File: src/rtl/tetris_vga_pkg.sv
// tetris_vga_pkg: default VGA timing, grid geometry and colours shared by the Tetris renderer
package tetris_vga_pkg;
  localparam int DEF_H_ACTIVE = 640, DEF_H_FP = 16, DEF_H_SYNC = 96, DEF_H_BP = 48;
  localparam int DEF_V_ACTIVE = 480, DEF_V_FP = 10, DEF_V_SYNC = 2, DEF_V_BP = 33;
  localparam int DEF_CELL = 20, DEF_GRID_X0 = 220, DEF_GRID_Y0 = 40;
  localparam int ROWS = 20, COLS = 10;
  typedef logic [11:0] rgb444_t;
  localparam rgb444_t COL_BG      = 12'h000;
  localparam rgb444_t COL_BORDER  = 12'h888;
  localparam rgb444_t COL_OUTLINE = 12'h222;
  localparam rgb444_t COL_CELL    = 12'hFFF;
  localparam rgb444_t COL_DEAD    = 12'hF00;
endpackage

File: src/rtl/vga_timing.sv
// vga_timing: free-running raster counters with raw sync, data-enable and frame-start pulse
module vga_timing
  import tetris_vga_pkg::*;
#(
  parameter int H_ACTIVE = DEF_H_ACTIVE,
  parameter int H_FP     = DEF_H_FP,
  parameter int H_SYNC   = DEF_H_SYNC,
  parameter int H_BP     = DEF_H_BP,
  parameter int V_ACTIVE = DEF_V_ACTIVE,
  parameter int V_FP     = DEF_V_FP,
  parameter int V_SYNC   = DEF_V_SYNC,
  parameter int V_BP     = DEF_V_BP
) (
  input  logic       clk,
  input  logic       reset,
  output logic [9:0] hcount,
  output logic [9:0] vcount,
  output logic       hsync,
  output logic       vsync,
  output logic       de,
  output logic       frame_start
);
  localparam logic [9:0] H_LAST = 10'(H_ACTIVE + H_FP + H_SYNC + H_BP - 1);
  localparam logic [9:0] V_LAST = 10'(V_ACTIVE + V_FP + V_SYNC + V_BP - 1);
  localparam logic [9:0] HS_LO  = 10'(H_ACTIVE + H_FP);
  localparam logic [9:0] HS_HI  = 10'(H_ACTIVE + H_FP + H_SYNC);
  localparam logic [9:0] VS_LO  = 10'(V_ACTIVE + V_FP);
  localparam logic [9:0] VS_HI  = 10'(V_ACTIVE + V_FP + V_SYNC);
  localparam logic [9:0] H_DE   = 10'(H_ACTIVE);
  localparam logic [9:0] V_DE   = 10'(V_ACTIVE);
  logic h_end, v_end;
  always_comb begin
    h_end = hcount == H_LAST;
    v_end = vcount == V_LAST;
    hsync = !(hcount >= HS_LO && hcount < HS_HI);
    vsync = !(vcount >= VS_LO && vcount < VS_HI);
    de    = hcount < H_DE && vcount < V_DE;
  end
  always_ff @(posedge clk)
    if (reset) begin
      hcount      <= '0;
      vcount      <= '0;
      frame_start <= 1'b0;
    end else begin
      hcount      <= h_end ? '0 : hcount + 10'd1;
      vcount      <= !h_end ? vcount : v_end ? '0 : vcount + 10'd1;
      frame_start <= h_end && v_end;
    end
endmodule

File: src/rtl/tetris_grid_renderer.sv
// tetris_grid_renderer: renders a once-per-frame snapshot of the playfield as a bordered cell grid on a VGA raster
module tetris_grid_renderer
  import tetris_vga_pkg::*;
#(
  parameter int H_ACTIVE = DEF_H_ACTIVE,
  parameter int H_FP     = DEF_H_FP,
  parameter int H_SYNC   = DEF_H_SYNC,
  parameter int H_BP     = DEF_H_BP,
  parameter int V_ACTIVE = DEF_V_ACTIVE,
  parameter int V_FP     = DEF_V_FP,
  parameter int V_SYNC   = DEF_V_SYNC,
  parameter int V_BP     = DEF_V_BP,
  parameter int CELL     = DEF_CELL,
  parameter int GRID_X0  = DEF_GRID_X0,
  parameter int GRID_Y0  = DEF_GRID_Y0
) (
  input  logic             clk,
  input  logic             reset,
  input  logic [21:0][9:0] display_array_i,
  input  logic             gameover_i,
  output logic             hsync_o,
  output logic             vsync_o,
  output logic             de_o,
  output rgb444_t          rgb_o,
  output logic             frame_start_o
);
  localparam logic [9:0] X_L    = 10'(GRID_X0 - 1);
  localparam logic [9:0] X_0    = 10'(GRID_X0);
  localparam logic [9:0] X_1    = 10'(GRID_X0 + COLS * CELL - 1);
  localparam logic [9:0] X_R    = 10'(GRID_X0 + COLS * CELL);
  localparam logic [9:0] Y_T    = 10'(GRID_Y0 - 1);
  localparam logic [9:0] Y_0    = 10'(GRID_Y0);
  localparam logic [9:0] Y_1    = 10'(GRID_Y0 + ROWS * CELL - 1);
  localparam logic [9:0] Y_B    = 10'(GRID_Y0 + ROWS * CELL);
  localparam logic [9:0] H_LAST = 10'(H_ACTIVE + H_FP + H_SYNC + H_BP - 1);
  localparam logic [9:0] V_CAP  = 10'(V_ACTIVE);
  localparam logic [4:0] PX_LAST = 5'(CELL - 1);
  localparam logic [3:0] C_LAST  = 4'(COLS - 1);
  localparam logic [4:0] R_LAST  = 5'(ROWS - 1);
  logic [9:0] hcount, vcount;
  logic hs, vs, de;
  logic [19:0][9:0] snapshot;
  logic [3:0] cell_x;
  logic [4:0] cell_y, px_x, px_y;
  logic h_in, v_in, in_grid, border;
  logic hs1, vs1, de1, border1, fill1, edge1;
  logic unused_rows;
  assign unused_rows = ^display_array_i[21:20];
  vga_timing #(
    .H_ACTIVE(H_ACTIVE), .H_FP(H_FP), .H_SYNC(H_SYNC), .H_BP(H_BP),
    .V_ACTIVE(V_ACTIVE), .V_FP(V_FP), .V_SYNC(V_SYNC), .V_BP(V_BP)
  ) u_timing (
    .clk         (clk),
    .reset       (reset),
    .hcount      (hcount),
    .vcount      (vcount),
    .hsync       (hs),
    .vsync       (vs),
    .de          (de),
    .frame_start (frame_start_o)
  );
  always_comb begin
    h_in    = hcount >= X_0 && hcount <= X_1;
    v_in    = vcount >= Y_0 && vcount <= Y_1;
    in_grid = h_in && v_in;
    border  = ((hcount == X_L || hcount == X_R) && vcount >= Y_T && vcount <= Y_B)
           || ((vcount == Y_T || vcount == Y_B) && hcount >= X_L && hcount <= X_R);
  end
  always_ff @(posedge clk)
    if (reset) begin
      cell_x   <= '0;
      px_x     <= '0;
      cell_y   <= '0;
      px_y     <= '0;
      snapshot <= '0;
    end else begin
      if (hcount == X_L) begin
        cell_x <= '0;
        px_x   <= '0;
      end else if (h_in) begin
        px_x <= px_x == PX_LAST ? '0 : px_x + 5'd1;
        if (px_x == PX_LAST && cell_x != C_LAST) cell_x <= cell_x + 4'd1;
      end
      if (hcount == H_LAST && vcount == Y_T) begin
        cell_y <= '0;
        px_y   <= '0;
      end else if (hcount == H_LAST && v_in) begin
        px_y <= px_y == PX_LAST ? '0 : px_y + 5'd1;
        if (px_y == PX_LAST && cell_y != R_LAST) cell_y <= cell_y + 5'd1;
      end
      if (hcount == '0 && vcount == V_CAP) snapshot <= display_array_i[19:0];
    end
  always_ff @(posedge clk)
    if (reset) begin
      hs1     <= 1'b1;
      vs1     <= 1'b1;
      de1     <= 1'b0;
      border1 <= 1'b0;
      fill1   <= 1'b0;
      edge1   <= 1'b0;
      hsync_o <= 1'b1;
      vsync_o <= 1'b1;
      de_o    <= 1'b0;
      rgb_o   <= COL_BG;
    end else begin
      hs1     <= hs;
      vs1     <= vs;
      de1     <= de;
      border1 <= border;
      fill1   <= in_grid && snapshot[cell_y][cell_x];
      edge1   <= px_x == PX_LAST || px_y == PX_LAST;
      hsync_o <= hs1;
      vsync_o <= vs1;
      de_o    <= de1;
      rgb_o   <= !de1 ? COL_BG : border1 ? COL_BORDER : fill1 && edge1 ? COL_OUTLINE
               : fill1 ? (gameover_i ? COL_DEAD : COL_CELL) : COL_BG;
    end
endmodule
File: config.mk
export PLATFORM = sky130hd
export DESIGN_NAME = tetris_grid_renderer
export DESIGN_NICKNAME = d
export VERILOG_FILES = /design/src/rtl/tetris_vga_pkg.sv /design/src/rtl/vga_timing.sv /design/src/rtl/tetris_grid_renderer.sv
export SDC_FILE = /design/constraint.sdc
export NUM_CORES = 1
export LEC_CHECK = 0
export CAP_MARGIN = 10
export CORE_MARGIN = 2
export CORE_UTILIZATION = 57
export DETAILED_ROUTE_END_ITERATION = 8
export DONT_BUFFER_PORTS = 1
export GPL_TIMING_DRIVEN = 0
export PLACE_DENSITY_LB_ADDON = 0.15
export SKIP_CTS_REPAIR_TIMING = 1
export SYNTH_ARGS = -nofsm -noshare
export SYNTH_HDL_FRONTEND = slang
export SYNTH_SLANG_ARGS = --single-unit
File: constraint.sdc
create_clock -name clk -period 2.4 [get_ports clk]
set_clock_uncertainty 0.15 [all_clocks]
set_input_delay 0.12 -clock clk [delete_from_list [all_inputs] [get_ports clk]]
set_output_delay 0.12 -clock clk [all_outputs]
set_load 0.005 [all_outputs]
==> flow_summary_export.csv, run 1 <==
group,metric,value,unit
run_status,status,"finished with violations",
run_status,violations,"negative hold slack, negative setup slack",
clock_tree,clk_pin_slew_worst_paths,0.06,ns
floorplan,start_util,0.581,
clock_tree,cts_max_level,1,
floorplan,rows,51,
floorplan,ioPinCount,239,
setup_path,worstSetupPathType,"reg2reg",
power,comb_power_share,0.047,
clock_tree,clock_insertion_delay_worst_skew,0.55,ns
setup_path,critPathRequiredTime,2.66,ns
drt,wl_per_cell,19.6,um
drt,drcViolationCount,0,
timing,relSlewSlack,0.522,
timing,period_needed,2.64,ns
setup_path,crit_fanout,10,
power,switching_share,0.215,
power,seq_power_share,0.494,
setup_path,end_kind,"register",
setup_path,start_kind,"register",
layout,fin_cells,1880,
setup_path,worst_path_max_delay_cell,"mux4_2",
power,power.internal,0.00674,W
power,p_per_area,578,nW/um^2
clock_tree,cts.sinks,255,
layout,area_growth,31.4,%
timing,fin_crit_sh,1.10,
timing,tightest_slew,0.715,ns
drt,drtIter0Drc,831,
layout,layout.nets,1831,
setup_path,reg2reg_from,"cell_x[0]",
setup_path,crit_arrival,2.90,ns
setup_path,crit_family,"compound AO/OA/AOI/OAI gates",
placed_design,dpl.cell_count,1629,
timing,fmax,378,MHz
global_route,grt_antenna_before_repair,1,
setup_path,cp_num_buf_inv,1,
global_route,first_global_vias,9160,
drt,ant_nets,0,
timing,hold_slack,-0.0226,ns
timing,rsz0062_at_grt,"true",
layout,drive_above_1_share,0.119,
synth,yosysWarningCount,0,
floorplan,dieWidth,145,um
clock_tree,cts_tree,"yes",
placed_design,post-dp-hpwl,23100,um
synth,ys_seq_elements,255,
drt,first_pass_iters,5,
drt,vias,11000,
synth,synthArstFlopShare,0,
setup_path,crit_chain,"buf_12 > mux4_2 > a2111oi_4 > o32ai_1 > a2111o_1 > a31o_1",
min_path,hp-start,"reset",
timing,setup_slack,-0.244,ns
job,maxCapViolCount,0,
power,ir_worst_vdd,0.000494,V
synth,synth_top_flop_cell,"dfxtp_1",
timing,tns,-0.244,ns
synth,syn_area,11300,sq um
timing,hold_viol_final,1,
floorplan,die_height,145,um
power,switching_power,0.00185,W
clock_tree,cts_root_buf,"clkbuf_16",
synth,syn_area_per_cell,8.29,sq um
min_path,worstHoldPathType,"in2reg",
placed_design,io_buffers,0,
drt,avgViaCountPerCell,5.86,
synth,synthCells,1364,
global_route,grt_overflow,0,
clock_tree,clk_path_buf_depth,3,
synth,syn_nets,1596,
drt,routed_wirelength,36900,um
synth,synth_edf_count,0,
global_route,grt_max_degree,14,
synth,ys_seq_area_frac,0.451,
setup_path,crit_start,"cell_x[0]",
global_route,grt_pass1_wl,47900,um
power,p_leak,5.04,nW
global_route,grt.total_usage,0.296,
placed_design,gp_congestion,0.920,
setup_path,slowest_delay,0.57,ns
timing,setup_viol,1,
power,clockPowerShare,0.459,
floorplan,die_area,21000,sq um
timing,finalMaxSlewViolations,0,
synth,synth_cell_types,61,
clock_tree,cts_buffers,27,
floorplan,coreArea,19500,sq um
[through the flow]
step | total power [W] | util | area, sq um | setup WS [ns]
3_3_place_gp | 0.00445 | 0.598 | 11600 | -0.732
4_1_cts | 0.00831 | 0.640 | 12500 | -0.761
3_5_place_dp | 0.00445 | 0.598 | 11600 | -0.731
2_1_floorplan | 0.00441 | - | 11300 | 0.00561
5_1_grt | 0.00879 | 0.763 | 14900 | -0.266
6_report | 0.00858 | 0.763 | 14900 | -0.244
[sequential cells by signal, summed over array words and instances (netlist names), 4 cells and up]
register and count:
snapshot 200, u_timing.hcount 10, u_timing.vcount 10, rgb_o 6, cell_y 5, px_x 5, px_y 5, cell_x 4
[layer usage]
metal  part of all wire  global-route usage  wire length [um]  up-vias
li1                   -                   -                 -     5127
met3              0.076              0.0536              2800      116
met2               0.49               0.473             18100      520
met1               0.39               0.402             14500     5246
met4              0.041               0.114              1490        0
met5                  0                   0                 0        -
[logic make-up (layout without fill, tap and decap cells)]
group           Yosys count  in the layout  share of synthesized area
flops                   255            255                      0.451
xor+xnor                 24             24                     0.0186
fa+ha+maj                 9              9                    0.00996
buf+inv                 128            378                     0.0511
simple gates            593            593                      0.225
compound gates          280            280                      0.138
other cells               0              1                          0
mux                      75             75                      0.106
[cells in the final DEF, fill, tap and decap left out, types with 14 or more instances in the layout]
master / instances
clkbuf_1: 43
clkbuf_16: 27
nand2_1: 432
a21oi_1: 220
buf_4: 31
nor3_1: 16
dlygate4sd3_1: 201
nand3_1: 21
nor2_1: 37
mux2i_1: 31
buf_2: 29
dfxtp_1: 249
nand4_1: 17
mux4_2: 32
xor2_1: 14
[final cells by class]
type                       instances  area, sq um
clock buffer                      38          747
inverter                          14         56.3
clock inverter                     6         65.1
fill                            1342         4600
buffer                           110          688
multi-input combinational        981         5770
antenna                            1         2.50
tap                              265          332
timing repair buffer             210         2080
sequential                       255         5120
[Yosys cell counts, drive strengths merged, types with 14 or more instances]
master,n,area (sq um)
nor3,18,90.1
mux4,35,800
nand4,17,106
dfxtp,255,5100
nand2,432,1620
buf,58,315
clkbuf,56,210
a21oi,220,1100
nor2,39,146
mux2i,37,370
nand3,22,110
xor2,14,123
[worst paths after layout]
check / endpoint / slack [ns] / cells past startpoint
worst min-delay path: de_o / -0.02 / 2
worst max-delay path: fill1 / -0.24 / 6
worst max register to register: fill1 / -0.24 / 6
worst min register to register: vsync_o / 0.26 / 1
[power by group through the flow]
stage	clock network (W)	logic, W	registers [W]
2_1_floorplan	0	0.0000801	0.00433
3_3_place_gp	0	0.000117	0.00434
3_5_place_dp	0	0.000117	0.00434
4_1_cts	0.00395	0.000117	0.00424
5_1_grt	0.00413	0.000427	0.00424
6_report	0.00394	0.000402	0.00424
No activity file was read; power rests on OpenSTA's default activity.
==> run 2, diff against run 1 <==
--- a/config.mk
+++ b/config.mk
@@ -5,9 +5,10 @@
 export SDC_FILE = /design/constraint.sdc
 export NUM_CORES = 1
 export LEC_CHECK = 0
+export ABC_AREA = 1
 export CAP_MARGIN = 10
 export CORE_MARGIN = 2
-export CORE_UTILIZATION = 57
+export CORE_UTILIZATION = 58
 export DETAILED_ROUTE_END_ITERATION = 8
 export DONT_BUFFER_PORTS = 1
 export GPL_TIMING_DRIVEN = 0
==> run 2 against run 1 <==
Clock power up 10%. Count of clock-buffer cells in the layout up 2. Utilization down 1.3 points. Cell area up 9.1%. Sequential cell count unchanged. Register-to-register slack better by 0.29 ns. Synthesized cell count up 24%. Area after synthesis up 12%. Largest power group is now the clock network. The flow now finishes without violations. Hold slack better by 0.13 ns. Combinational power up 9.5%. Die area up 9.8%. Critical endpoint is now snapshot[164]. Cell count up 18%.
==> flow_summary_export.csv, run 2 <==
group,metric,value,unit
timing,tightest_slew,0.880,ns
clock_tree,clock_insertion_delay_worst_skew,0.55,ns
synth,syn_area_per_cell,7.51,sq um
power,p_per_area,557,nW/um^2
setup_path,slowest_delay,0.34,ns
global_route,grt_overflow,0,
global_route,grt_pass1_wl,57300,um
drt,wl_per_cell,19.1,um
clock_tree,clk_path_buf_depth,3,
drt,wl_met3,4140,um
synth,synthArstFlopShare,0,
synth,ys_seq_elements,255,
synth,synthCells,1688,
floorplan,ioPinCount,239,
timing,finalMaxSlewViolations,0,
setup_path,worst_path_max_delay_cell,"dfxtp_1",
timing,rsz0062_at_grt,"true",
clock_tree,cts_root_buf,"clkbuf_16",
global_route,first_global_vias,10500,
synth,synth_largest_area_cell,"dfxtp_1",
setup_path,crit_family,"simple AND/OR/NAND/NOR gates",
drt,routed_wirelength,42400,um
synth,synthDominantCellAreaShare,0.403,
floorplan,dieWidth,152,um
power,ir_worst_vdd,0.000508,V
setup_path,start_kind,"register",
drt,ant_nets,0,
synth,synth_top_flop_cell,"dfxtp_1",
synth,syn_nets,1920,
clock_tree,cts_tree,"yes",
global_route,grt.total_usage,0.313,
drt,drcViolationCount,0,
setup_path,crit_arrival,2.60,ns
clock_tree,cts_max_level,1,
timing,relSlewSlack,0.414,
power,total_power,0.00903,W
drt,first_pass_iters,6,
timing,setup_viol,0,
layout,drive_above_1_share,0.185,
layout,regArea,5100,sq um
layout,multiInputGateArea,6280,sq um
placed_design,io_buffers,0,
clock_tree,cts_buffers,27,
floorplan,rows,54,
synth,synth_cell_types,37,
drt,drtIter0Drc,1226,
synth,yosys-top-cells-area,"dfxtp_1 40%, a211oi_2 15%, nor2_1 9.0%, nand2_1 8.8%, inv_1 6.4%",
layout,regMostFlops,"snapshot",
drt,wl_met1,17000,um
synth,synth_commonest_cells,"305 x nor2_1, 298 x nand2_1, 255 x dfxtp_1, 217 x inv_1, 151 x a211oi_2",
drt,maxUsedRoutingLayer,"met4",
min_path,worstHoldPathType,"in2reg",
run_status,status,"finished, final reports clean",
drt,dr_wl_met2,19800,um
timing,period_needed,2.35,ns
synth,yosysWarningCount,0,
placed_design,post-dp-hpwl,27300,um
setup_path,end_kind,"register",
setup_path,crit_fanout,10,
power,p_leak,6.53,nW
setup_path,cp_num_buf_inv,5,
floorplan,die_area,23000,sq um
timing,hold_viol_final,0,
min_path,hold_depth,3,
timing,fmax,425,MHz
layout,layout_common_cells,"298 x nand2_1, 255 x dfxtp_1, 245 x nor2_1, 215 x inv_1, 202 x dlygate4sd3_1",
synth,ys_seq_area_frac,0.403,
timing,tns,0,ns
layout,layout.nets,2151,
layout,top_regs,"snapshot (200), u_timing.hcount (10), u_timing.vcount (10)",
floorplan,coreArea,21600,sq um
floorplan,die_height,152,um
timing,hold_slack,0.103,ns
drt,avgViaCountPerCell,5.65,
setup_path,worstSetupPathType,"reg2reg",
synth,synth_most_common_cell,"nor2_1",
layout,fillCellCount,1602,
layout,final_common_cell,"nand2_1",
timing,fin_crit_sh,0.980,
global_route,grt_max_degree,14,
clock_tree,cts.sinks,255,
global_route,grt_antenna_before_repair,0,
layout,largest_reg_flops,200,
setup_path,crit_chain,"inv_2 > ha_1 > inv_1 > nor3_1 > nand4_1 > nor2_4 > inv_6 > buf_6 > clkbuf_4 > nor2_1 > a211oi_2",
placed_design,gp_congestion,0.954,
setup_path,r2r_cells,11,
synth,synth_edf_count,0,
setup_path,critPathRequiredTime,2.65,ns
synth,syn_area,12700,sq um
layout,area_growth,28.0,%
floorplan,start_util,0.586,
clock_tree,clk_pin_slew_worst_paths,0.06,ns
job,maxCapViolCount,0,
drt,vias,12500,
setup_path,cp.depth,11,
## run 2: path summary, 6_finish.rpt
path	from	end	slack [ns]
worst max-delay path	u_timing.vcount[0]	snapshot[164]	0.05
worst min-delay path	display_array_i[118]	snapshot[118]	0.10
worst max register to register	u_timing.vcount[0]	snapshot[164]	0.05
worst min register to register	vs1	vsync_o	0.27
## run 2: kinds of logic (layout without fill, tap and decap cells)
family / Yosys count / count (layout) / synth area share
simple gates: 763 / 763 / 0.248
xor+xnor: 6 / 6 / 0.00415
fa+ha+maj: 9 / 9 / 0.00889
compound gates: 321 / 321 / 0.221
other cells: 0 / 1 / 0
flops: 255 / 255 / 0.403
buf+inv: 334 / 584 / 0.116
## run 2: report_power, final
part	internal (W)	total [W]	switching [W]
logic	0.000244	0.000440	0.000196
clock network	0.00260	0.00435	0.00175
registers	0.00424	0.00424	0.00000322
total	0.00708	0.00903	0.00195
## run 2: per-stage QoR
stage | utilization | area [sq um] | instances | setup WS [ns]
final | 0.750 | 16200 | 2219 | 0.0483
after global routing | 0.750 | 16200 | 2218 | -0.0370
after CTS | 0.645 | 13900 | 2016 | -0.156
after detailed placement | 0.602 | 13000 | 1968 | -0.136
after global placement | 0.602 | 13000 | 1968 | -0.133
after floorplan | - | 12700 | 1688 | 0.502
## run 2: tightest hold or removal path, cell delays in order
cell,delay (ns)
dlygate4sd3_1,0.52
nor2_1,0.04
nor2_1,0.08
## run 2: layer usage
metal / up-vias / global-route usage
li1: 5938 / -
met1: 5795 / 0.438
met2: 670 / 0.483
met3: 135 / 0.0636
met4: 0 / 0.109
met5: - / 0
## run 2: area by class of cell
| cell class | instances | share of cell area |
|---|---|---|
| diodes | 1 | 0.000154 |
| plain buffers | 110 | 0.0424 |
| clock buffers | 40 | 0.0490 |
| clock inverters | 8 | 0.00733 |
| inverters | 222 | 0.0517 |
| multi-input cells | 1099 | 0.387 |
| flip-flops and latches | 255 | 0.315 |
| well taps | 280 | 0.0216 |
| repair buffers | 204 | 0.126 |
